### src/rtl/imm_inst_encoder.sv
// Packs RISC-V R/I/S/B/U/J fields into a 32-bit word, flagging unencodable requests (NOP + err).
// Two-stage pipeline, 2-cycle latency; valid/ready backpressure stalls both stages in place.
module imm_inst_encoder #(
  parameter int CNT_W = 16
) (
  input  logic             clk,
  input  logic             rst_n,
  input  logic             in_valid,
  output logic             in_ready,
  input  logic [2:0]       in_fmt,
  input  logic [6:0]       in_opcode,
  input  logic [4:0]       in_rd,
  input  logic [4:0]       in_rs1,
  input  logic [4:0]       in_rs2,
  input  logic [2:0]       in_funct3,
  input  logic [6:0]       in_funct7,
  input  logic [31:0]      in_imm,
  output logic             out_valid,
  input  logic             out_ready,
  output logic [31:0]      out_inst,
  output logic             out_err,
  output logic [CNT_W-1:0] err_cnt
);

  typedef enum logic [2:0] {
    FMT_R = 3'd0,
    FMT_I = 3'd1,
    FMT_S = 3'd2,
    FMT_B = 3'd3,
    FMT_U = 3'd4,
    FMT_J = 3'd5
  } fmt_e;

  localparam logic [31:0] NOP_INST = 32'h00000013;

  logic             r_s1_vld;
  logic [2:0]       r_s1_fmt;
  logic [6:0]       r_s1_op;
  logic [4:0]       r_s1_rd;
  logic [4:0]       r_s1_rs1;
  logic [4:0]       r_s1_rs2;
  logic [2:0]       r_s1_f3;
  logic [6:0]       r_s1_f7;
  logic [31:0]      r_s1_imm;
  logic             r_s1_err;

  logic             r_s2_vld;
  logic [31:0]      r_s2_inst;
  logic             r_s2_err;
  logic [CNT_W-1:0] r_err_cnt;

  logic             w_s1_adv;
  logic             w_s2_adv;
  logic             w_imm_ok;
  logic [31:0]      w_pack;

  assign w_s2_adv  = !r_s2_vld || out_ready;
  assign w_s1_adv  = !r_s1_vld || w_s2_adv;
  assign in_ready  = rst_n && w_s1_adv;
  assign out_valid = r_s2_vld;
  assign out_inst  = r_s2_inst;
  assign out_err   = r_s2_err;
  assign err_cnt   = r_err_cnt;

  // Range checks are sign-extension tests on the bits above each field's width.
  always_comb begin
    w_imm_ok = 1'b1;
    case (in_fmt)
      FMT_R:        w_imm_ok = 1'b1;
      FMT_I, FMT_S: w_imm_ok = (in_imm[31:11] == {21{in_imm[11]}});
      FMT_B:        w_imm_ok = (in_imm[31:12] == {20{in_imm[12]}}) && !in_imm[0];
      FMT_U:        w_imm_ok = (in_imm[11:0] == 12'h000);
      FMT_J:        w_imm_ok = (in_imm[31:20] == {12{in_imm[20]}}) && !in_imm[0];
      default:      w_imm_ok = 1'b0;
    endcase
  end

  always_comb begin
    w_pack = NOP_INST;
    case (r_s1_fmt)
      FMT_R: w_pack = {r_s1_f7, r_s1_rs2, r_s1_rs1, r_s1_f3, r_s1_rd, r_s1_op};
      FMT_I: w_pack = {r_s1_imm[11:0], r_s1_rs1, r_s1_f3, r_s1_rd, r_s1_op};
      FMT_S: w_pack = {r_s1_imm[11:5], r_s1_rs2, r_s1_rs1, r_s1_f3, r_s1_imm[4:0], r_s1_op};
      FMT_B: w_pack = {r_s1_imm[12], r_s1_imm[10:5], r_s1_rs2, r_s1_rs1, r_s1_f3,
                       r_s1_imm[4:1], r_s1_imm[11], r_s1_op};
      FMT_U: w_pack = {r_s1_imm[31:12], r_s1_rd, r_s1_op};
      FMT_J: w_pack = {r_s1_imm[20], r_s1_imm[10:1], r_s1_imm[11], r_s1_imm[19:12],
                       r_s1_rd, r_s1_op};
      default: w_pack = NOP_INST;
    endcase
    if (r_s1_err) w_pack = NOP_INST;
  end

  // S1 payload needs no reset: it is only observed through r_s1_vld.
  always_ff @(posedge clk) begin
    if (w_s1_adv && in_valid) begin
      r_s1_fmt <= in_fmt;
      r_s1_op  <= in_opcode;
      r_s1_rd  <= in_rd;
      r_s1_rs1 <= in_rs1;
      r_s1_rs2 <= in_rs2;
      r_s1_f3  <= in_funct3;
      r_s1_f7  <= in_funct7;
      r_s1_imm <= in_imm;
      r_s1_err <= !w_imm_ok;
    end
  end

  always_ff @(posedge clk) begin
    if (!rst_n) begin
      r_s1_vld  <= 1'b0;
      r_s2_vld  <= 1'b0;
      r_s2_inst <= 32'h0;
      r_s2_err  <= 1'b0;
      r_err_cnt <= '0;
    end else begin
      if (w_s1_adv) r_s1_vld <= in_valid;
      if (w_s2_adv) begin
        r_s2_vld <= r_s1_vld;
        if (r_s1_vld) begin
          r_s2_inst <= w_pack;
          r_s2_err  <= r_s1_err;
        end
      end
      if (r_s2_vld && out_ready && r_s2_err && (r_err_cnt != {CNT_W{1'b1}}))
        r_err_cnt <= r_err_cnt + {{(CNT_W-1){1'b0}}, 1'b1};
    end
  end

endmodule

### config.mk
export PLATFORM = sky130hd
export DESIGN_NAME = imm_inst_encoder
export DESIGN_NICKNAME = d
export VERILOG_FILES = /design/src/rtl/imm_inst_encoder.sv
export SDC_FILE = /design/constraint.sdc
export NUM_CORES = 1
export LEC_CHECK = 0
export ABC_AREA = 0
export CORE_ASPECT_RATIO = 0.9
export CORE_MARGIN = 4
export CORE_UTILIZATION = 40
export CTS_CLUSTER_DIAMETER = 40
export CTS_CLUSTER_SIZE = 20
export DETAILED_ROUTE_END_ITERATION = 7
export GPL_ROUTABILITY_DRIVEN = 0
export PLACE_DENSITY = 0.79
export SETUP_SLACK_MARGIN = 0.3
export SLEW_MARGIN = 40
export SYNTH_ARGS = -nofsm -noshare
export SYNTH_HDL_FRONTEND = slang
export SYNTH_SLANG_ARGS = --single-unit
### constraint.sdc
create_clock -name clk -period 10.45 [get_ports clk]
set_clock_uncertainty 0.05 [all_clocks]
set_input_delay 1.5675 -clock clk [delete_from_list [all_inputs] [get_ports clk]]
set_output_delay 1.5675 -clock clk [all_outputs]
set_load 0.02 [all_outputs]
==> reports/metrics.csv <==
metric;value;unit
cpMostUsedCell;clkdlybuf4s50_1;
track_usage;0.174;
clock_sinks;119;
min_to;out_inst[24]$_SDFFE_PN0P_;
worst_r2r_path_depth;5;
fillers;956;
final_cell_mix;clkdlybuf4s50_1, edfxtp_1, dfxtp_1;
critPathMaxStageDelay;0.64;ns
synth_enable_flop_cells;68;
setup-violations-final;0;
seqPwrFrac;0.459;
synth.area.top_cells;edfxtp_1, dfxtp_1, a22oi_1;
worst_ep_required_time;8.83;ns
fin_crit;5.08;ns
yosysUniqueCellTypes;48;
grt_max_degree;69;
dpl_cell_area;0.00608;sq mm
status;finished clean;
yosysTopAreaCell;edfxtp_1;
fp-row-count;37;
grt_pass1_vias;3723;
coreArea;0.0115;sq mm
r2r-end;out_inst[24]$_SDFFE_PN0P_;
async_flop_share;0;
vias_per_cell;5.43;
post_cts_buffers;0;
hold_viol;0;
netSwitchingFraction;0.223;
layout_commonest_cell;clkdlybuf4s50_1;
postCtsHoldBufs;0;
worstMarginPinSlew;0.791;ns
p_per_area;173;mW/mm^2
synth-main-ff-cell;edfxtp_1;
endpoint_kind;primary output;
max_freq;197;MHz
rsz0062_at_grt;false;
ios;122;
ys.warnings.count;0;
finalMaxSlewViolations;0;
cts.clk_slew.worst_paths;0.05;ns
drc;0;
start_util;0.412;
nets;590;
synth_top_area_frac;0.432;
num_vias;3730;
ys_ff_latch;119;
die-area;0.0136;sq mm
min_from;out_inst[24]$_SDFFE_PN0P_;
clk_latency;0.40;ns
combPwrFrac;0.070;
design_area;0.00665;sq mm
synthMuxAreaShare;0.00899;
yosysSeqAreaShare;0.647;
r2r_slack;8.04;ns
drt_iter0_drc;453;
cts_tree;yes;
cts-htree-levels;4;
drive_gt1_frac;0.0885;
crit_chain;clkdlybuf4s50_1, inv_2, a21oi_1, clkdlybuf4s50_1;
leakagePower;2.29;nW
power_frac_clock;0.471;
yosys.area_share.simple;0.134;
maxSlewHeadroom;0.472;
fin_tns_setup;0;ns
grt_overflow_total;0;
die_w;123;um
route.antenna.remaining_nets;0;
synth_cells;396;
cts_buffers;17;
synth_top_family_by_area;compound AO/OA/AOI/OAI gates;
hpwl;8.35;mm
dp.cells;655;
crit_fanout;45;
cts-resized-gates;0;
cap_violations;0;
io_buffer_count;121;
netlist_area;0.00473;sq mm
p_int;894;uW
synth_compound_area_frac;0.166;
antenna_found_initial;0;
p_total;1.15;mW
fin_cells;687;
synth_fp_nets;468;
wl;11.7;mm
root_buffer;clkbuf_16;
arrival;3.46;ns
hold_depth;2;
first_pass_iters;5;
period_share;0.486;
grt_pass1_wl;18.6;mm
crit_slowest_cell;clkdlybuf4s50_1;
syn_to_final_growth;40.6;%
irDropWorstVdd;0.000113;V
p_sw;257;uW
path_class;in -> out;
fp.dieH;111;um
r2r-start;r_s1_fmt[2]$_DFFE_PP_;
wl_per_cell;17.0;um
synthAdderAreaFrac;0.00264;
syn_avg_cell_area;11.9;sq um
clockBufferDepth;2;
n_antenna_cell;0;
yosys.area_share.xor_xnor;0.0148;
hold_class;reg -> reg;
cp-start-kind;input port;
-- worst max path at each step --
stage,start,end,cells past startpoint
2_1_floorplan,out_ready,r_s1_err$_DFFE_PP_,2
3_3_place_gp,rst_n,in_ready,4
3_5_place_dp,rst_n,in_ready,4
4_1_cts,rst_n,in_ready,4
5_1_grt,rst_n,in_ready,4
6_report,rst_n,in_ready,4
-- through the flow --
step | utilization | setup WS (ns) | hold slack [ns]
floorplan | - | 3.19 | 0.409
global placement | 0.529 | 5.42 | 0.391
detailed placement | 0.529 | 5.34 | 0.398
CTS | 0.579 | 5.33 | 0.405
global route | 0.579 | 5.25 | 0.456
finish | 0.579 | 5.37 | 0.412
-- cell type report --
class                           count  area [sq um]  share of cell area
Clock inverter                     13           123              0.0184
Sequential cell                   119          3060               0.460
Clock buffer                       19           443              0.0666
Inverter                           11          41.3             0.00621
Tap cell                          156           195              0.0293
Multi-Input combinational cell    247          1570               0.235
Timing Repair Buffer              122          1220               0.184
-- power groups by stage --
stage	clock, mW	sequential [mW]	combinational (mW)
2_1_floorplan	0	0.537	0.0335
3_3_place_gp	0	0.537	0.0778
3_5_place_dp	0	0.538	0.0798
4_1_cts	0.550	0.528	0.0805
5_1_grt	0.576	0.530	0.0868
6_report	0.543	0.528	0.0804
-- logic make-up after synthesis --
family | Yosys count
xor gates and xnor gates | 8
buffers and inverters | 30
AOI/OAI and AO/OA | 111
DFF | 119
and+or+nand+nor | 123
adders and majority gates | 1
muxes | 4
-- sequential cells by signal (all words and copies together) (netlist names), 3 cells and up --
name	count
r_s1_rs1	5
r_s1_f7	7
r_s1_rs2	5
out_inst	32
r_s1_rd	5
err_cnt	16
r_s1_imm	32
r_s1_fmt	3
r_s1_op	7
r_s1_f3	3
-- critical path, delay by kind of cell --
kind                   cells  cell delay (ns)
AO/OA/AOI/OAI              1             0.25
buffers and inverters      3             1.64
-- Yosys cell counts, types with 2 or more instances --
| library cell | n |
|---|---|
| edfxtp_1 | 68 |
| dfxtp_1 | 51 |
| a22oi_1 | 45 |
| nor2_1 | 41 |
| nand2_1 | 17 |
| clkbuf_1 | 16 |
| o21ai_0 | 15 |
| a21oi_1 | 14 |
| nand3_1 | 10 |
| nand4_1 | 10 |
| inv_1 | 9 |
| nor3_1 | 9 |
| or3_1 | 7 |
| o22ai_1 | 6 |
| xor2_1 | 6 |
| a22o_1 | 5 |
| nand2b_1 | 5 |
| nor2b_1 | 5 |
| o31ai_1 | 5 |
| or4_1 | 5 |
| o2bb2ai_1 | 4 |
| and2_1 | 3 |
| and3_1 | 3 |
| nor4_1 | 3 |
| o221a_2 | 3 |
| o311ai_0 | 3 |
| a211oi_1 | 2 |
| a32oi_1 | 2 |
| and3_2 | 2 |
| mux2_2 | 2 |
| mux2i_1 | 2 |
| xnor2_1 | 2 |
-- routing by layer --
| metal | GRT usage | share of wire |
|---|---|---|
| met1 | 0.229 | 0.42 |
| met3 | 0.0495 | 0.088 |
| met4 | 0.0687 | 0.027 |
| met2 | 0.269 | 0.46 |
| met5 | 0 | 0 |
No activity file was read; power rests on OpenSTA's default activity.
